--- src/rtl/upscale_pkg.sv ---
// Shared constants and FSM state type for the 3x pixel upscaler.
package upscale_pkg;

  localparam int SCALE  = 3;
  localparam int HCNT_W = 2;

  localparam logic [HCNT_W-1:0] LAST_COPY = HCNT_W'(SCALE - 1);

  typedef enum logic [1:0] {
    FILL,
    RD,
    LOAD,
    HOLD
  } state_t;

  function automatic logic is_last_copy(input logic [HCNT_W-1:0] copy);
    return copy == LAST_COPY;
  endfunction

endpackage

--- src/rtl/line_buffer_sdp.sv ---
// Simple dual-port line buffer: one write port, one registered read port (1-cycle latency).
module line_buffer_sdp #(
  parameter int PIX_W  = 8,
  parameter int ADDR_W = 8
) (
  input  logic              clk,
  input  logic              wr_en,
  input  logic [ADDR_W-1:0] wr_addr,
  input  logic [PIX_W-1:0]  wr_data,
  input  logic              rd_en,
  input  logic [ADDR_W-1:0] rd_addr,
  output logic [PIX_W-1:0]  rd_data
);

  logic [PIX_W-1:0] mem [0:(1 << ADDR_W) - 1];
  logic [PIX_W-1:0] rd_data_reg;

  // No reset on storage or read register so the array maps onto block RAM.
  always_ff @(posedge clk) begin
    if (wr_en) begin
      mem[wr_addr] <= wr_data;
    end
    if (rd_en) begin
      rd_data_reg <= mem[rd_addr];
    end
  end

  assign rd_data = rd_data_reg;

endmodule

--- src/rtl/pixel_upscale_x3.sv ---
// Streaming 3x nearest-neighbour upscaler: each pixel emitted 3x, each line replayed 3x.
// Vertical replay and the line buffer exist only when UPSCALE_VERT_EN is defined.
module pixel_upscale_x3 import upscale_pkg::*; #(
  parameter int PIX_W    = 8,
  parameter int LINE_MAX = 160,
  parameter int ADDR_W   = 8
) (
  input  logic             clk,
  input  logic             rst_n,
  input  logic             in_valid,
  output logic             in_ready,
  input  logic [PIX_W-1:0] in_pixel,
  input  logic             in_sof,
  input  logic             in_last,
  output logic             out_valid,
  input  logic             out_ready,
  output logic [PIX_W-1:0] out_pixel,
  output logic             out_sof,
  output logic             out_last,
  output logic             err_overflow
);

`ifdef UPSCALE_VERT_EN
  localparam bit VERT_EN = 1'b1;
`else
  localparam bit VERT_EN = 1'b0;
`endif

  state_t            state_reg;
  logic [HCNT_W-1:0] hcnt_reg;
  logic [1:0]        vcnt_reg;
  logic [ADDR_W:0]   wr_addr_reg;
  logic [ADDR_W:0]   rd_addr_reg;
  logic [ADDR_W:0]   len_reg;
  logic              run_reg;
  logic              out_valid_reg;
  logic [PIX_W-1:0]  pix_reg;
  logic              last_reg;
  logic              sof_reg;
  logic              ovf_reg;
  logic [PIX_W-1:0]  rd_data;

  logic xfer;
  logic third;
  logic accept;
  logic at_limit;
  logic ovf_hit;

  assign xfer  = out_valid_reg && out_ready;
  assign third = xfer && is_last_copy(hcnt_reg);

  // A line-ending pixel must not let the next line in while a replay is about to start.
  assign in_ready = run_reg && (state_reg == FILL) &&
                    (!out_valid_reg || (third && !(VERT_EN && last_reg)));
  assign accept   = in_valid && in_ready;
  assign at_limit = (wr_addr_reg == (ADDR_W + 1)'(LINE_MAX - 1));
  assign ovf_hit  = VERT_EN && accept && at_limit && !in_last;

`ifdef UPSCALE_VERT_EN
  line_buffer_sdp #(
    .PIX_W  (PIX_W),
    .ADDR_W (ADDR_W)
  ) u_line_buffer (
    .clk     (clk),
    .wr_en   (accept),
    .wr_addr (wr_addr_reg[ADDR_W-1:0]),
    .wr_data (in_pixel),
    .rd_en   (state_reg == RD),
    .rd_addr (rd_addr_reg[ADDR_W-1:0]),
    .rd_data (rd_data)
  );
`else
  assign rd_data = '0;
`endif

  always_ff @(posedge clk or negedge rst_n) begin
    if (!rst_n) begin
      state_reg     <= FILL;
      hcnt_reg      <= '0;
      vcnt_reg      <= '0;
      wr_addr_reg   <= '0;
      rd_addr_reg   <= '0;
      len_reg       <= '0;
      run_reg       <= 1'b0;
      out_valid_reg <= 1'b0;
      pix_reg       <= '0;
      last_reg      <= 1'b0;
      sof_reg       <= 1'b0;
      ovf_reg       <= 1'b0;
    end else begin
      run_reg <= 1'b1;
      if (ovf_hit) begin
        ovf_reg <= 1'b1;
      end

      case (state_reg)
        FILL: begin
          if (accept) begin
            // Covers the simultaneous third-copy/new-pixel case: the new pixel starts at copy 0.
            out_valid_reg <= 1'b1;
            pix_reg       <= in_pixel;
            last_reg      <= in_last || ovf_hit;
            sof_reg       <= in_sof;
            hcnt_reg      <= '0;
            wr_addr_reg   <= VERT_EN ? wr_addr_reg + 1'b1 : '0;
          end else if (third) begin
            hcnt_reg      <= '0;
            out_valid_reg <= 1'b0;
            if (VERT_EN && last_reg) begin
              len_reg     <= wr_addr_reg;
              vcnt_reg    <= vcnt_reg + 1'b1;
              rd_addr_reg <= '0;
              state_reg   <= RD;
            end
          end else if (xfer) begin
            hcnt_reg <= hcnt_reg + 1'b1;
          end
        end

        RD: begin
          state_reg <= LOAD;
        end

        LOAD: begin
          out_valid_reg <= 1'b1;
          pix_reg       <= rd_data;
          hcnt_reg      <= '0;
          sof_reg       <= 1'b0;
          last_reg      <= (rd_addr_reg == len_reg - 1'b1);
          rd_addr_reg   <= rd_addr_reg + 1'b1;
          state_reg     <= HOLD;
        end

        HOLD: begin
          if (third) begin
            hcnt_reg      <= '0;
            out_valid_reg <= 1'b0;
            if (!last_reg) begin
              state_reg <= RD;
            end else if (vcnt_reg == 2'd2) begin
              vcnt_reg    <= '0;
              wr_addr_reg <= '0;
              state_reg   <= FILL;
            end else begin
              vcnt_reg    <= vcnt_reg + 1'b1;
              rd_addr_reg <= '0;
              state_reg   <= RD;
            end
          end else if (xfer) begin
            hcnt_reg <= hcnt_reg + 1'b1;
          end
        end

        default: begin
          state_reg <= FILL;
        end
      endcase
    end
  end

  assign out_valid    = out_valid_reg;
  assign out_pixel    = pix_reg;
  assign out_last     = last_reg && is_last_copy(hcnt_reg);
  assign out_sof      = sof_reg && (hcnt_reg == '0) && (vcnt_reg == 2'd0);
  assign err_overflow = VERT_EN ? ovf_reg : 1'b0;

endmodule

--- config.mk ---
export PLATFORM = sky130hd
export DESIGN_NAME = pixel_upscale_x3
export DESIGN_NICKNAME = d
export VERILOG_FILES = /design/src/rtl/upscale_pkg.sv /design/src/rtl/line_buffer_sdp.sv /design/src/rtl/pixel_upscale_x3.sv
export SDC_FILE = /design/constraint.sdc
export NUM_CORES = 1
export LEC_CHECK = 0
export CAP_MARGIN = 20
export CORE_ASPECT_RATIO = 1.2
export CORE_UTILIZATION = 47
export DETAILED_ROUTE_END_ITERATION = 8
export GPL_TIMING_DRIVEN = 0
export PLACE_DENSITY = 0.73
export SETUP_SLACK_MARGIN = 0.02
export SYNTH_ARGS = -nofsm -noshare
export SYNTH_HDL_FRONTEND = slang
export SYNTH_SLANG_ARGS = --single-unit
--- constraint.sdc ---
create_clock -name clk -period 4.5 [get_ports clk]
set_input_delay 0.675 -clock clk [delete_from_list [all_inputs] [get_ports clk]]
set_output_delay 0.675 -clock clk [all_outputs]
set_load 0.1 [all_outputs]
Word-level counts from Yosys, hierarchy flattened
Index checks and enable logic that the tools add are counted. W data, S select, Z words.

Register bits after elaboration: 27. Input port bits: 14. Output and inout port bits: 13.

Add/subtract/negate cells: 4. Equal/unequal tests: 10. Muxes and demuxes: 22. Reduce and logical (&&, ||, !) cells: 21.

Operator list (count): $mux W9 (3); $pmux W9 S2 (1); $pmux W8 S2 (1); $pmux W2 S3 (2); $mux W2 (5); $add A9 B1 Y9 const B (1); $eq A9 B9 Y1 (1); $sub A9 B1 Y9 const B (1); $eq A2 B2 Y1 const B (4); $logic_and A1 B1 Y1 (8); $mux W8 (1); $ne A2 B2 Y1 const B (4); $logic_not A2 Y1 (3); $mux W1 (6); $reduce_bool A3 Y1 (2); $add A2 B1 Y2 const B (2); $pmux W1 S2 (2); $reduce_and A2 Y1 (2); $reduce_and A4 Y1 (1); $reduce_bool A2 Y1 (2); $pmux W1 S3 (1); $reduce_and A3 Y1 (1); $eq A2 B1 Y1 const B (1); $logic_not A1 Y1 (1); $logic_or A1 B1 Y1 (1).

Logic depth before layout (Yosys ltp)
Depth in word-level cells: 7. Gate-level depth with buffers: 7.

Least setup slack after synthesis
No wires, ideal clock.

Path type: reg2out. Start point: register hcnt_reg[0]. End point: output out_sof. Arrival time: 3399 ps. Data required time: 3825 ps. Setup slack: 426 ps. Stages on the path, launching flop included: 4. Buffers on the path: 0. Cells stage by stage: dfrtp_1 inv_1 ha_1 nor4bb_1.

Longest elaborated chain between the ends: 3.

RTL lines: start: declaration (RTL line pixel_upscale_x3.sv:30) `logic [HCNT_W-1:0] hcnt_reg;`; start signal: assignment (RTL line pixel_upscale_x3.sv:116) `hcnt_reg <= hcnt_reg + 1'b1;`; start signal: assignment (RTL line pixel_upscale_x3.sv:150) `hcnt_reg <= hcnt_reg + 1'b1;`; $logic_not A2 Y1 (RTL line pixel_upscale_x3.sv:164) `assign out_sof = sof_reg && (hcnt_reg == '0) && (vcnt_reg == 2'd0);`; $logic_and A1 B1 Y1 (2 in a row) (RTL line pixel_upscale_x3.sv:164); end: declaration (RTL line pixel_upscale_x3.sv:18) `output logic out_sof,`.

No other way between the ends.

Worst setup path in the final report
Start point: input out_ready. End point: output in_ready.

Longest elaborated chain between the ends: 4.

RTL lines: start: declaration (RTL line pixel_upscale_x3.sv:16) `input logic out_ready,`; $logic_and A1 B1 Y1 (RTL line pixel_upscale_x3.sv:49) `assign xfer = out_valid_reg && out_ready;`; $logic_and A1 B1 Y1 (RTL line pixel_upscale_x3.sv:50) `assign third = xfer && is_last_copy(hcnt_reg);`; $logic_or A1 B1 Y1 (RTL line pixel_upscale_x3.sv:54) `(!out_valid_reg || (third && !(VERT_EN && last_reg)));`; $logic_and A1 B1 Y1 (RTL line pixel_upscale_x3.sv:53) `assign in_ready = run_reg && (state_reg == FILL) &&`; end: declaration (RTL line pixel_upscale_x3.sv:11) `output logic in_ready,`.

No other way between the ends.

==> impl_metrics.json <==
{
  "clkSinkCount": 27,
  "io_buffers": 25,
  "drive_above_1_share_pct": 13.2,
  "ys_warn_count": 9,
  "maxSlewHeadroom_pct": 34.7,
  "ir_worst_vdd_mv": 0.331,
  "grt_pass1_wl_um": 4700,
  "worstPathRequired_ns": 3.83,
  "placed_area_um2": 1710,
  "cpMaxStageDelayCell": "clkdlybuf4s50_1",
  "synth_seq_cells": 27,
  "cts_root_buffer": "clkbuf_4",
  "die_area_um2": 3190,
  "finalSetupViolCount": 0,
  "gp_congestion": 0.813,
  "drc": 0,
  "tns_ns": 0,
  "r2r_cells": 7,
  "fin_area_um2": 1740,
  "grt_max_degree": 21,
  "slowest_delay_ns": 1.13,
  "grt_util_all_layers_pct": 20.2,
  "crit_top_cell": "clkdlybuf4s50_1",
  "viasPerCell": 5.42,
  "core-area_um2": 2810,
  "ioPinCount": 27,
  "largest_register_ffs": 9,
  "ctsHoldBuffers": 0,
  "hpwl_um": 2160,
  "grt_pass1_vias": 1074,
  "syn_nets": 162,
  "synthDistinctLibCells": 36,
  "syn_inst": 144,
  "worstSetupEndpoint": "in_ready",
  "diodes": 0,
  "period_needed_ns": 3.32,
  "grt_setup_unrepaired": "no",
  "wl_per_cell_um": 13.8,
  "maxCapViolCount": 0,
  "dr.pass1.iters": 4,
  "cts_tree": "built",
  "clock_skew_ns": 0.00677,
  "mostFrequentLayoutCells": "dfrtp_1 (27), clkdlybuf4s50_1 (25), o21ai_0 (16)",
  "ff2ff_setup_slack_ns": 2.60,
  "synthesis.area_um2": 1390,
  "die_width_um": 51.7,
  "p_leak_nw": 0.785,
  "die_h_um": 61.6,
  "num_rows": 21,
  "clk_transition_reported_paths_ns": 0.14,
  "crit_arrival_ns": 2.64,
  "p_per_area_nw_per_um2": 434,
  "ant_nets": 0,
  "wl_um": 2870,
  "ctsResizeCount": 0,
  "antenna_found_initial": 0,
  "final_common_cell": "dfrtp_1",
  "globalRouteOverflowTotal": 0,
  "cts_buffer_depth": 2,
  "seq_area_frac_synth_pct": 48.5,
  "critical_path_class": "in2out",
  "status": "finished clean",
  "finalCritPeriodShare_pct": 73.7,
  "clk_latency_ns": 0.33,
  "vias": 1128,
  "cp-end-kind": "primary output",
  "rr_endpoint": "rd_addr_reg[6]",
  "hold_path_class": "reg2reg",
  "drv_slew": 0,
  "area_growth_pct": 25.0,
  "crit_chain": "clkdlybuf4s50_1, a21bo_2, and3_1, clkdlybuf4s50_1",
  "tightest_slew_ns": 0.976,
  "hold_violations": 0,
  "numCtsBuffers": 3,
  "reg2reg_from": "hcnt_reg[0]",
  "nNetsFinal": 193,
  "drtIter0Drc": 18,
  "max_freq_ghz": 0.301,
  "start_util_pct": 49.5,
  "crit_path_start_kind": "input port",
  "worstSetupStartpoint": "out_ready",
  "synth.avg_cell_area_um2": 9.67,
  "cts_setup_buffers": 0,
  "cp_max_fo": 4,
  "htree_levels": 1
}
## Yosys cell counts
master | count | area [um^2]
a41oi_1 | 1 | 8.76
clkbuf_1 | 3 | 11.3
and4_1 | 1 | 8.76
a31o_2 | 1 | 8.76
nand3_1 | 13 | 65.1
buf_4 | 2 | 15.0
nand2_1 | 13 | 48.8
o31ai_1 | 1 | 7.51
or3_2 | 2 | 15.0
or4_1 | 3 | 22.5
nor4b_1 | 1 | 8.76
or3_1 | 1 | 6.26
dfrtp_1 | 27 | 676
nor4_1 | 2 | 12.5
and2_2 | 2 | 15.0
nor4bb_1 | 1 | 10.0
and4_4 | 1 | 11.3
o21ai_0 | 16 | 80.1
a31oi_4 | 1 | 21.3
nand4_1 | 4 | 25.0
a21oi_1 | 5 | 25.0
a311oi_1 | 1 | 8.76
a22o_1 | 1 | 8.76
nor2b_1 | 1 | 6.26
o211ai_1 | 2 | 15.0
nor2_1 | 5 | 18.8
conb_1 | 2 | 7.51
and4_2 | 1 | 10.0
a21bo_2 | 2 | 20.0
clkbuf_8 | 2 | 27.5
nand2b_1 | 2 | 12.5
inv_1 | 15 | 56.3
mux2_2 | 3 | 33.8
and3_1 | 1 | 6.26
ha_1 | 4 | 50.1
and2b_2 | 1 | 8.76
## routing by layer
layer	track usage (%)	share of wire (%)
met1	24.5	45
met2	35.8	50
met3	2.72	2.9
met4	9.27	1.5
met5	0	0
## worst min-delay path by stage
stage,to,cells past startpoint,slack [ns],start
global route,out_pixel[0],2,0.56,out_pixel[0]
CTS,out_pixel[0],2,0.53,out_pixel[0]
floorplan,hcnt_reg[0],0,0.38,rst_n
detailed placement,out_pixel[7],2,0.50,out_pixel[7]
finish,out_pixel[1],2,0.53,out_pixel[1]
global placement,out_pixel[6],2,0.48,out_pixel[6]
## where the power goes
part | internal (mW) | total, mW | leakage (nW) | switching [mW]
registers | 0.292 | 0.346 | 0.349 | 0.0544
logic | 0.125 | 0.302 | 0.418 | 0.177
clock network | 0.0334 | 0.107 | 0.0177 | 0.0733
## metrics by stage
step                power [mW]  utilization [%]  setup WS [ns]  cells  hold WS, ns
floorplan                0.569                -          0.426    144        0.379
global placement         0.640             59.9           1.19    203        0.482
detailed placement       0.654             60.9           1.20    204        0.496
CTS                      0.764             61.9           1.18    208        0.532
global route             0.803             61.9           1.16    208        0.564
finish                   0.755             61.9           1.18    208        0.525
## kinds of logic (layout without fill, tap and decap cells)
| logic type | after synthesis | after routing | synth area share [%] |
|---|---|---|---|
| other cells | 2 | 2 | 0.539 |
| flops | 27 | 27 | 48.5 |
| simple gates | 55 | 55 | 22.4 |
| mux | 3 | 3 | 2.43 |
| fa+ha+maj | 4 | 4 | 3.59 |
| compound gates | 31 | 31 | 14.6 |
| buf+inv | 22 | 52 | 7.91 |
## critical path, delay by kind of cell
kind                   cells  cell delay, ns
AOI/OAI and AO/OA          1            0.16
buffers and inverters      2            1.67
and+or+nand+nor            1            0.14
## final cells by class
type                            instances  area (um^2)
Fill cell                             244         1070
Clock inverter                          1         5.00
Buffer                                  7         53.8
Tap cell                               34         42.5
Inverter                               15         56.3
Timing Repair Buffer                   26          278
Multi-Input combinational cell         95          607
Clock buffer                            3         22.5
Sequential cell                        27          676
No activity file was read; power rests on OpenSTA's default activity.
